File: src/rtl/fp_norm_shift_pipe_pkg.sv
// Shared constants, stage record and helpers for the FP normalize-shift pipe.
//   FP_MAN_W / FP_SHIFT_W / FP_EXP_W : default datapath widths
//   stage_t : one pipeline stage {valid, mant, shift, exp, ovf, unf} at the
//             default widths (parameterised modules carry the same fields as
//             separate vectors so that non-default widths still work)
//   nlvl()  : radix-4 levels needed for a shift-amount width
//   lzc()   : leading-zero count of the low w bits of v (lzc of zero = w)
package fp_pipe_pkg;

    localparam int FP_MAN_W   = 26;
    localparam int FP_SHIFT_W = 5;
    localparam int FP_EXP_W   = 8;
    localparam int LZC_MAX_W  = 64;

    typedef struct packed {
        logic                  valid;
        logic [FP_MAN_W-1:0]   mant;
        logic [FP_SHIFT_W-1:0] shift;
        logic [FP_EXP_W-1:0]   exp;
        logic                  ovf;
        logic                  unf;
    } stage_t;

    function automatic int nlvl(input int shift_w);
        return (shift_w + 1) / 2;
    endfunction

    // Scans upward so the last hit is the highest set bit.
    function automatic int lzc(input logic [LZC_MAX_W-1:0] v, input int w);
        int n;
        n = w;
        for (int i = 0; i < LZC_MAX_W; i++) begin
            if (i < w && v[i]) n = w - 1 - i;
        end
        return n;
    endfunction

endpackage

File: src/rtl/fp_norm_shift_pipe_if.sv
// Handshake/data bundle of the normalize-shift pipe.
//   in_*  : input beat (valid/ready, mant, shift, exp, auto)
//   out_* : output beat (valid/ready, mant, exp, ovf, unf)
//   master : producer/consumer side (drives in_* and out_ready)
//   slave  : the pipe itself
interface fp_norm_shift_pipe_if
    import fp_pipe_pkg::*;
#(
    parameter int MAN_W   = FP_MAN_W,
    parameter int SHIFT_W = FP_SHIFT_W,
    parameter int EXP_W   = FP_EXP_W
);
    logic               in_valid;
    logic               in_ready;
    logic [MAN_W-1:0]   in_mant;
    logic [SHIFT_W-1:0] in_shift;
    logic [EXP_W-1:0]   in_exp;
    logic               in_auto;
    logic               out_valid;
    logic               out_ready;
    logic [MAN_W-1:0]   out_mant;
    logic [EXP_W-1:0]   out_exp;
    logic               out_ovf;
    logic               out_unf;

    modport master (
        output in_valid, in_mant, in_shift, in_exp, in_auto, out_ready,
        input  in_ready, out_valid, out_mant, out_exp, out_ovf, out_unf
    );

    modport slave (
        input  in_valid, in_mant, in_shift, in_exp, in_auto, out_ready,
        output in_ready, out_valid, out_mant, out_exp, out_ovf, out_unf
    );
endinterface

File: src/rtl/fp_norm_shift_lvl.sv
// One radix-4 level of the normalize shifter plus its stage register.
// Shifts left by shift[2*LVL+1:2*LVL] * 4^LVL; bits pushed past the top are
// ORed into ovf. exp/unf/shift ride along untouched.
//   clk, rst : clock, synchronous active-high reset
//   en       : stage advance enable
//   up_*     : fields from the previous stage
//   valid, mant, shift, exp, ovf, unf : registered stage fields
module fp_norm_shift_lvl #(
    parameter int MAN_W   = 26,
    parameter int SHIFT_W = 5,
    parameter int EXP_W   = 8,
    parameter int LVL     = 0
) (
    input  logic               clk,
    input  logic               rst,
    input  logic               en,
    input  logic               up_valid,
    input  logic [MAN_W-1:0]   up_mant,
    input  logic [SHIFT_W-1:0] up_shift,
    input  logic [EXP_W-1:0]   up_exp,
    input  logic               up_ovf,
    input  logic               up_unf,
    output logic               valid,
    output logic [MAN_W-1:0]   mant,
    output logic [SHIFT_W-1:0] shift,
    output logic [EXP_W-1:0]   exp,
    output logic               ovf,
    output logic               unf
);
    logic [1:0]         dig;
    logic [2*MAN_W-1:0] wide;

    // On the top level of an odd SHIFT_W the upper digit bit shifts in as 0.
    always_comb begin
        dig  = 2'(up_shift >> (2 * LVL));
        wide = {{MAN_W{1'b0}}, up_mant} << (int'(dig) << (2 * LVL));
    end

    always_ff @(posedge clk) begin
        if (rst) begin
            valid <= 1'b0;
            mant  <= '0;
            shift <= '0;
            exp   <= '0;
            ovf   <= 1'b0;
            unf   <= 1'b0;
        end else if (en) begin
            valid <= up_valid;
            if (up_valid) begin
                mant  <= wide[MAN_W-1:0];
                shift <= up_shift;
                exp   <= up_exp;
                ovf   <= up_ovf | (|wide[2*MAN_W-1:MAN_W]);
                unf   <= up_unf;
            end
        end
    end
endmodule

File: src/rtl/fp_norm_shift_pipe.sv
// Pipelined left-normalization shifter (after FP add, before rounding).
// One radix-4 level per stage; exponent adjusted and underflow detected up
// front; ovf collects every bit shifted off the top. valid/ready stalls.
//   clk, rst : clock, synchronous active-high reset
//   bus      : fp_norm_shift_pipe_if.slave (in_* beat, out_* beat)
// Build option FPNS_AUTO_LZC_EN: adds a pre-stage that, when in_auto = 1,
// replaces in_shift with min(lzc(in_mant), in_exp, 2^SHIFT_W-1). Latency
// becomes NLVL+1. Without it in_auto is ignored.
module fp_norm_shift_pipe
    import fp_pipe_pkg::*;
#(
    parameter int MAN_W   = FP_MAN_W,
    parameter int SHIFT_W = FP_SHIFT_W,
    parameter int EXP_W   = FP_EXP_W
) (
    input logic                 clk,
    input logic                 rst,
    fp_norm_shift_pipe_if.slave bus
);
    localparam int NLVL = nlvl(SHIFT_W);

    // Index 0 is the head feeding level 0; index k+1 is level k's register.
    logic [NLVL:0]              vld_pipe;
    logic [NLVL:0][MAN_W-1:0]   mant_pipe;
    logic [NLVL:0][SHIFT_W-1:0] shift_pipe;
    logic [NLVL:0][EXP_W-1:0]   exp_pipe;
    logic [NLVL:0]              ovf_pipe;
    logic [NLVL:0]              unf_pipe;
    logic [NLVL-1:0]            en;

    logic               h_valid;
    logic [MAN_W-1:0]   h_mant;
    logic [SHIFT_W-1:0] h_shift;
    logic [EXP_W-1:0]   h_exp;
    logic [EXP_W:0]     diff;

`ifdef FPNS_AUTO_LZC_EN
    localparam int MAX_SHIFT = (1 << SHIFT_W) - 1;

    logic               pre_valid;
    logic [MAN_W-1:0]   pre_mant;
    logic [SHIFT_W-1:0] pre_shift;
    logic [EXP_W-1:0]   pre_exp;
    logic [SHIFT_W-1:0] eff_shift;
    logic               en_pre;
    int                 lz;

    // Clamping to in_exp keeps the later subtract borrow-free in auto mode.
    always_comb begin
        lz = lzc(LZC_MAX_W'(bus.in_mant), MAN_W);
        if (lz > int'(bus.in_exp)) lz = int'(bus.in_exp);
        if (lz > MAX_SHIFT)        lz = MAX_SHIFT;
        eff_shift = bus.in_auto ? SHIFT_W'(lz) : bus.in_shift;
    end

    assign en_pre       = !pre_valid | en[0];
    assign bus.in_ready = en_pre;

    always_ff @(posedge clk) begin
        if (rst) begin
            pre_valid <= 1'b0;
            pre_mant  <= '0;
            pre_shift <= '0;
            pre_exp   <= '0;
        end else if (en_pre) begin
            pre_valid <= bus.in_valid;
            if (bus.in_valid) begin
                pre_mant  <= bus.in_mant;
                pre_shift <= eff_shift;
                pre_exp   <= bus.in_exp;
            end
        end
    end

    assign h_valid = pre_valid;
    assign h_mant  = pre_mant;
    assign h_shift = pre_shift;
    assign h_exp   = pre_exp;
`else
    wire unused_auto = &{1'b0, bus.in_auto};

    assign bus.in_ready = en[0];
    assign h_valid      = bus.in_valid;
    assign h_mant       = bus.in_mant;
    assign h_shift      = bus.in_shift;
    assign h_exp        = bus.in_exp;
`endif

    // Borrow out of the extra MSB marks underflow; exponent then floors at 0.
    assign diff = {1'b0, h_exp} - (EXP_W + 1)'(h_shift);

    always_comb begin
        vld_pipe[0]   = h_valid;
        mant_pipe[0]  = h_mant;
        shift_pipe[0] = h_shift;
        exp_pipe[0]   = diff[EXP_W] ? '0 : diff[EXP_W-1:0];
        ovf_pipe[0]   = 1'b0;
        unf_pipe[0]   = diff[EXP_W];
    end

    // A stage may load when it is empty or its successor is loading.
    always_comb begin
        en         = '0;
        en[NLVL-1] = !vld_pipe[NLVL] | bus.out_ready;
        for (int k = NLVL - 2; k >= 0; k--) en[k] = !vld_pipe[k+1] | en[k+1];
    end

    for (genvar k = 0; k < NLVL; k++) begin : g_lvl
        fp_norm_shift_lvl #(
            .MAN_W(MAN_W), .SHIFT_W(SHIFT_W), .EXP_W(EXP_W), .LVL(k)
        ) u_lvl (
            .clk(clk), .rst(rst), .en(en[k]),
            .up_valid(vld_pipe[k]), .up_mant(mant_pipe[k]),
            .up_shift(shift_pipe[k]), .up_exp(exp_pipe[k]),
            .up_ovf(ovf_pipe[k]), .up_unf(unf_pipe[k]),
            .valid(vld_pipe[k+1]), .mant(mant_pipe[k+1]),
            .shift(shift_pipe[k+1]), .exp(exp_pipe[k+1]),
            .ovf(ovf_pipe[k+1]), .unf(unf_pipe[k+1])
        );
    end

    wire unused_shift = &{1'b0, shift_pipe[NLVL]};

    assign bus.out_valid = vld_pipe[NLVL];
    assign bus.out_mant  = mant_pipe[NLVL];
    assign bus.out_exp   = exp_pipe[NLVL];
    assign bus.out_ovf   = ovf_pipe[NLVL];
    assign bus.out_unf   = unf_pipe[NLVL];
endmodule

File: src/flat_wrapper.sv
// flat-port wrapper written by rule: the top's interface ports become plain ports
module fp_norm_shift_pipe_flat import fp_pipe_pkg::*;
#(
    parameter int MAN_W   = FP_MAN_W,
    parameter int SHIFT_W = FP_SHIFT_W,
    parameter int EXP_W   = FP_EXP_W
)
  (clk, rst, bus_in_valid, bus_in_mant, bus_in_shift, bus_in_exp, bus_in_auto, bus_out_ready, bus_in_ready, bus_out_valid, bus_out_mant, bus_out_exp, bus_out_ovf, bus_out_unf);
  fp_norm_shift_pipe_if #(.MAN_W(MAN_W), .SHIFT_W(SHIFT_W), .EXP_W(EXP_W)) bus_i ();
  input logic clk;
  input logic rst;
  input wire logic [$bits(bus_i.in_valid)-1:0] bus_in_valid;
  input wire logic [$bits(bus_i.in_mant)-1:0] bus_in_mant;
  input wire logic [$bits(bus_i.in_shift)-1:0] bus_in_shift;
  input wire logic [$bits(bus_i.in_exp)-1:0] bus_in_exp;
  input wire logic [$bits(bus_i.in_auto)-1:0] bus_in_auto;
  input wire logic [$bits(bus_i.out_ready)-1:0] bus_out_ready;
  output wire logic [$bits(bus_i.in_ready)-1:0] bus_in_ready;
  output wire logic [$bits(bus_i.out_valid)-1:0] bus_out_valid;
  output wire logic [$bits(bus_i.out_mant)-1:0] bus_out_mant;
  output wire logic [$bits(bus_i.out_exp)-1:0] bus_out_exp;
  output wire logic [$bits(bus_i.out_ovf)-1:0] bus_out_ovf;
  output wire logic [$bits(bus_i.out_unf)-1:0] bus_out_unf;
  assign bus_i.in_valid = bus_in_valid;
  assign bus_i.in_mant = bus_in_mant;
  assign bus_i.in_shift = bus_in_shift;
  assign bus_i.in_exp = bus_in_exp;
  assign bus_i.in_auto = bus_in_auto;
  assign bus_i.out_ready = bus_out_ready;
  assign bus_in_ready = bus_i.in_ready;
  assign bus_out_valid = bus_i.out_valid;
  assign bus_out_mant = bus_i.out_mant;
  assign bus_out_exp = bus_i.out_exp;
  assign bus_out_ovf = bus_i.out_ovf;
  assign bus_out_unf = bus_i.out_unf;
  fp_norm_shift_pipe #(.MAN_W(MAN_W), .SHIFT_W(SHIFT_W), .EXP_W(EXP_W)) u_core (.clk(clk), .rst(rst), .bus(bus_i));
endmodule
File: config.mk
export PLATFORM = sky130hd
export DESIGN_NAME = fp_norm_shift_pipe_flat
export DESIGN_NICKNAME = d
export VERILOG_FILES = /design/src/rtl/fp_norm_shift_pipe_pkg.sv /design/src/rtl/fp_norm_shift_pipe_if.sv /design/src/rtl/fp_norm_shift_lvl.sv /design/src/rtl/fp_norm_shift_pipe.sv /design/src/flat_wrapper.sv
export SDC_FILE = /design/constraint.sdc
export NUM_CORES = 1
export LEC_CHECK = 0
export ABC_AREA = 1
export CORE_MARGIN = 3
export CORE_UTILIZATION = 50
export DETAILED_ROUTE_END_ITERATION = 10
export PLACE_DENSITY = 0.77
export SYNTH_ARGS = -nofsm -noshare
export SYNTH_HDL_FRONTEND = slang
export SYNTH_HIERARCHICAL = 1
export SYNTH_SLANG_ARGS = --single-unit
File: constraint.sdc
create_clock -name clk -period 2.1 [get_ports clk]
set_clock_uncertainty 0.2 [all_clocks]
set_input_delay 0.42 -clock clk [delete_from_list [all_inputs] [get_ports clk]]
set_output_delay 0.42 -clock clk [all_outputs]
set_load 0.01 [all_outputs]
==> run metrics <==
starting density of the core 51.6%; met1 Usage GRT 29.3%; hold depth 2; Critical Path, Cell by Cell clkdlybuf4s50_1 > fa_2 > o21ai_2 > nand3_2 > nand2_4 > nand2_2 > nor2_2 > o21ai_1 > nor2_1; Top Ports 82; layout cell share with drive strength beyond 1 12.6%; Max IR drop VDD 580 uV; gpl congestion between 0.9 and 1; Cells after Synth approximately 900; Min Clock Period, post-route approximately 2.1 ns; WS Path Type input pin to register; Bufs on Longest Clock Path 2; Reg clk slew, reported paths approximately 0.05 ns; Worst Path Max Fanout 4; first-pass GRT wire length roughly 24000 um; pre-CTS WS -0.456 ns; CTS Buf Count 17; post-DR wirelength/cell 12.2 um; R2R cell count 6; Yosys warning count 6; Pre-antenna DRT Iters 5; drt drc 0; max-slew violations 0; CP endpoint kind register; Slowest-stage cell, CP clkdlybuf4s50_1; chip height 115 um; Reg-to-Reg Start u_core/g_lvl[0].u_lvl/valid; Critical Path RT 2.23 ns; starting DRC count in detailed routing 415; Layout area overhead 29.3%; hold path startpoint u_core/g_lvl[0].u_lvl/exp[4]; Final setup viols 0; met3 Usage GRT approximately 5.6%; HP Class register to register; Vias 5720; Syn Area/Cell 6.56 um^2; Worst-Margin Slew about 0.54 ns; syn_nets 961; Layout Nets roughly 1100; DPL Wire Length 10100 um; H-tree depth 4; fillers 996; Critical Path Max Stage Delay between 0.4 and 0.5 ns; Tcrit/Tclk final 97.7%; GR peak layer met2; total gr overflow 0; Hold Path Sink u_core/g_lvl[0].u_lvl/exp[4]; number of port buffers 80; # clock sinks around 120; final WL 14100 um; CTS tree yes; die span in x 115 um; Hold WS 0.271 ns; grt met2 use between 30% and 40%; Worst R2R Setup Slack 0.37 ns; critical path launch point type input pin; largest net degree at the start of global routing 37; Max Fclk 487 MHz; setup ws final between 0.04 and 0.05 ns; CTS root buffer clkbuf_16; Die Footprint approximately 0.013 mm^2; Syn Std Cell Area 0.00597 mm^2; MaxCap Viol Count 0; Critical Path AT 2.18 ns; vias in the first global route 5268; run status finished clean; DR vias/cell 4.94; Reg2Reg Capture Point u_core/g_lvl[0].u_lvl/exp[3]; worst skew pair latency 0.41 ns; Site Rows 39; initial antenna violation count 0; CORE AREA 0.0116 mm^2; PwrDens 812 mW/mm^2; Hold Vio Cnt, Final 0; GR Util All Layers ~22%; leakage 3.76 nW; relative max-transition margin between 60 and 70%; post-route ant nets 0; Antenna Cells 0
-- critical path: cells and delay by family --
kind                     cells  cell delay (ns)
AND/OR/NAND/NOR              5             0.61
buffers and inverters        1             0.48
adder cells (fa/ha/maj)      1             0.43
AO/OA/AOI/OAI                2             0.24
-- through the flow --
step / instance area (um^2) / TNS (ns) / total power [mW] / cells / utilization, %
floorplan: 5970 / 0 / 2.93 / 910 / -
CTS: 7680 / 0 / 6.29 / 1156 / 66.4
global route: 7720 / -0.0102 / 6.52 / 1157 / 66.7
finish: 7720 / 0 / 6.27 / 1157 / 66.7
global placement: 7040 / -6.41 / 3.21 / 1124 / 60.9
detailed placement: 7040 / -7.92 / 3.23 / 1124 / 60.9
-- how the worst max path moves through the flow --
stage,startpoint,to,slack [ns]
2_1_floorplan,bus_in_exp[0],u_core/g_lvl[0].u_lvl/unf,0.11
3_3_place_gp,bus_in_exp[0],u_core/g_lvl[0].u_lvl/unf,-0.43
3_5_place_dp,bus_in_exp[0],u_core/g_lvl[0].u_lvl/unf,-0.46
4_1_cts,bus_in_exp[0],u_core/g_lvl[0].u_lvl/exp[7],0.008
5_1_grt,bus_in_shift[2],u_core/g_lvl[0].u_lvl/exp[7],-0.008
6_report,bus_in_shift[1],u_core/g_lvl[0].u_lvl/exp[7],0.05
-- where the power goes --
group          total [mW]  switching, mW  internal [mW]
clock                3.06          0.959           2.10
sequential           2.37         0.0774           2.29
combinational       0.846          0.475          0.371
total                6.27           1.51           4.76
-- sequential cells by signal, summed over array words and instances, names as in the netlist --
name                      flops
u_core/g_lvl.u_lvl/shift      4
u_core/g_lvl.u_lvl/valid      3
u_core/g_lvl.u_lvl/exp       24
u_core/g_lvl.u_lvl/mant      78
u_core/g_lvl.u_lvl/unf        3
u_core/g_lvl.u_lvl/ovf        3
-- placed cells by master, fill, tap and decap left out, types with 3 or more instances in the layout --
cell type,count
nor2_1,96
inv_2,9
nand2_1,349
nand2_2,5
o211ai_1,16
o21ai_0,34
buf_12,7
clkbuf_16,17
a21oi_1,22
dfxtp_1,115
nor2_2,15
bufinv_16,4
nor2_8,3
buf_4,32
inv_1,95
clkinv_2,3
o21ai_1,10
clkbuf_8,4
ha_1,5
nand2_4,3
clkdlybuf4s50_1,77
nand3_1,50
o21ai_2,3
a22oi_1,7
nor2_4,3
a22oi_2,9
-- what timing repair did --
| item | 4_1_cts | 5_1_grt |
|---|---|---|
| endpoints found under the setup margin | 10 | 9 |
| resized for setup | 2 | 15 |
| buffers inserted | 1 | 1 |
| hold buffers | 0 | 0 |
| pin swaps | 2 | 16 |
-- routing by layer --
| metal | wire (um) | vias to the layer above |
|---|---|---|
| met5 | 0 | - |
| met3 | 724 | 19 |
| li1 | - | 3002 |
| met1 | 6700 | 2525 |
| met2 | 6530 | 174 |
| met4 | 201 | 0 |
-- area by class of cell --
class	instances	area, um^2	area share, %
multi-input combinational	643	3010	39.0
sequential	115	2300	29.8
timing repair buffer	120	1200	15.5
clock buffer	22	484	6.27
inverter	105	399	5.17
tap	143	179	2.32
clock inverter	9	151	1.96
(Power assumes the default switching activity.)
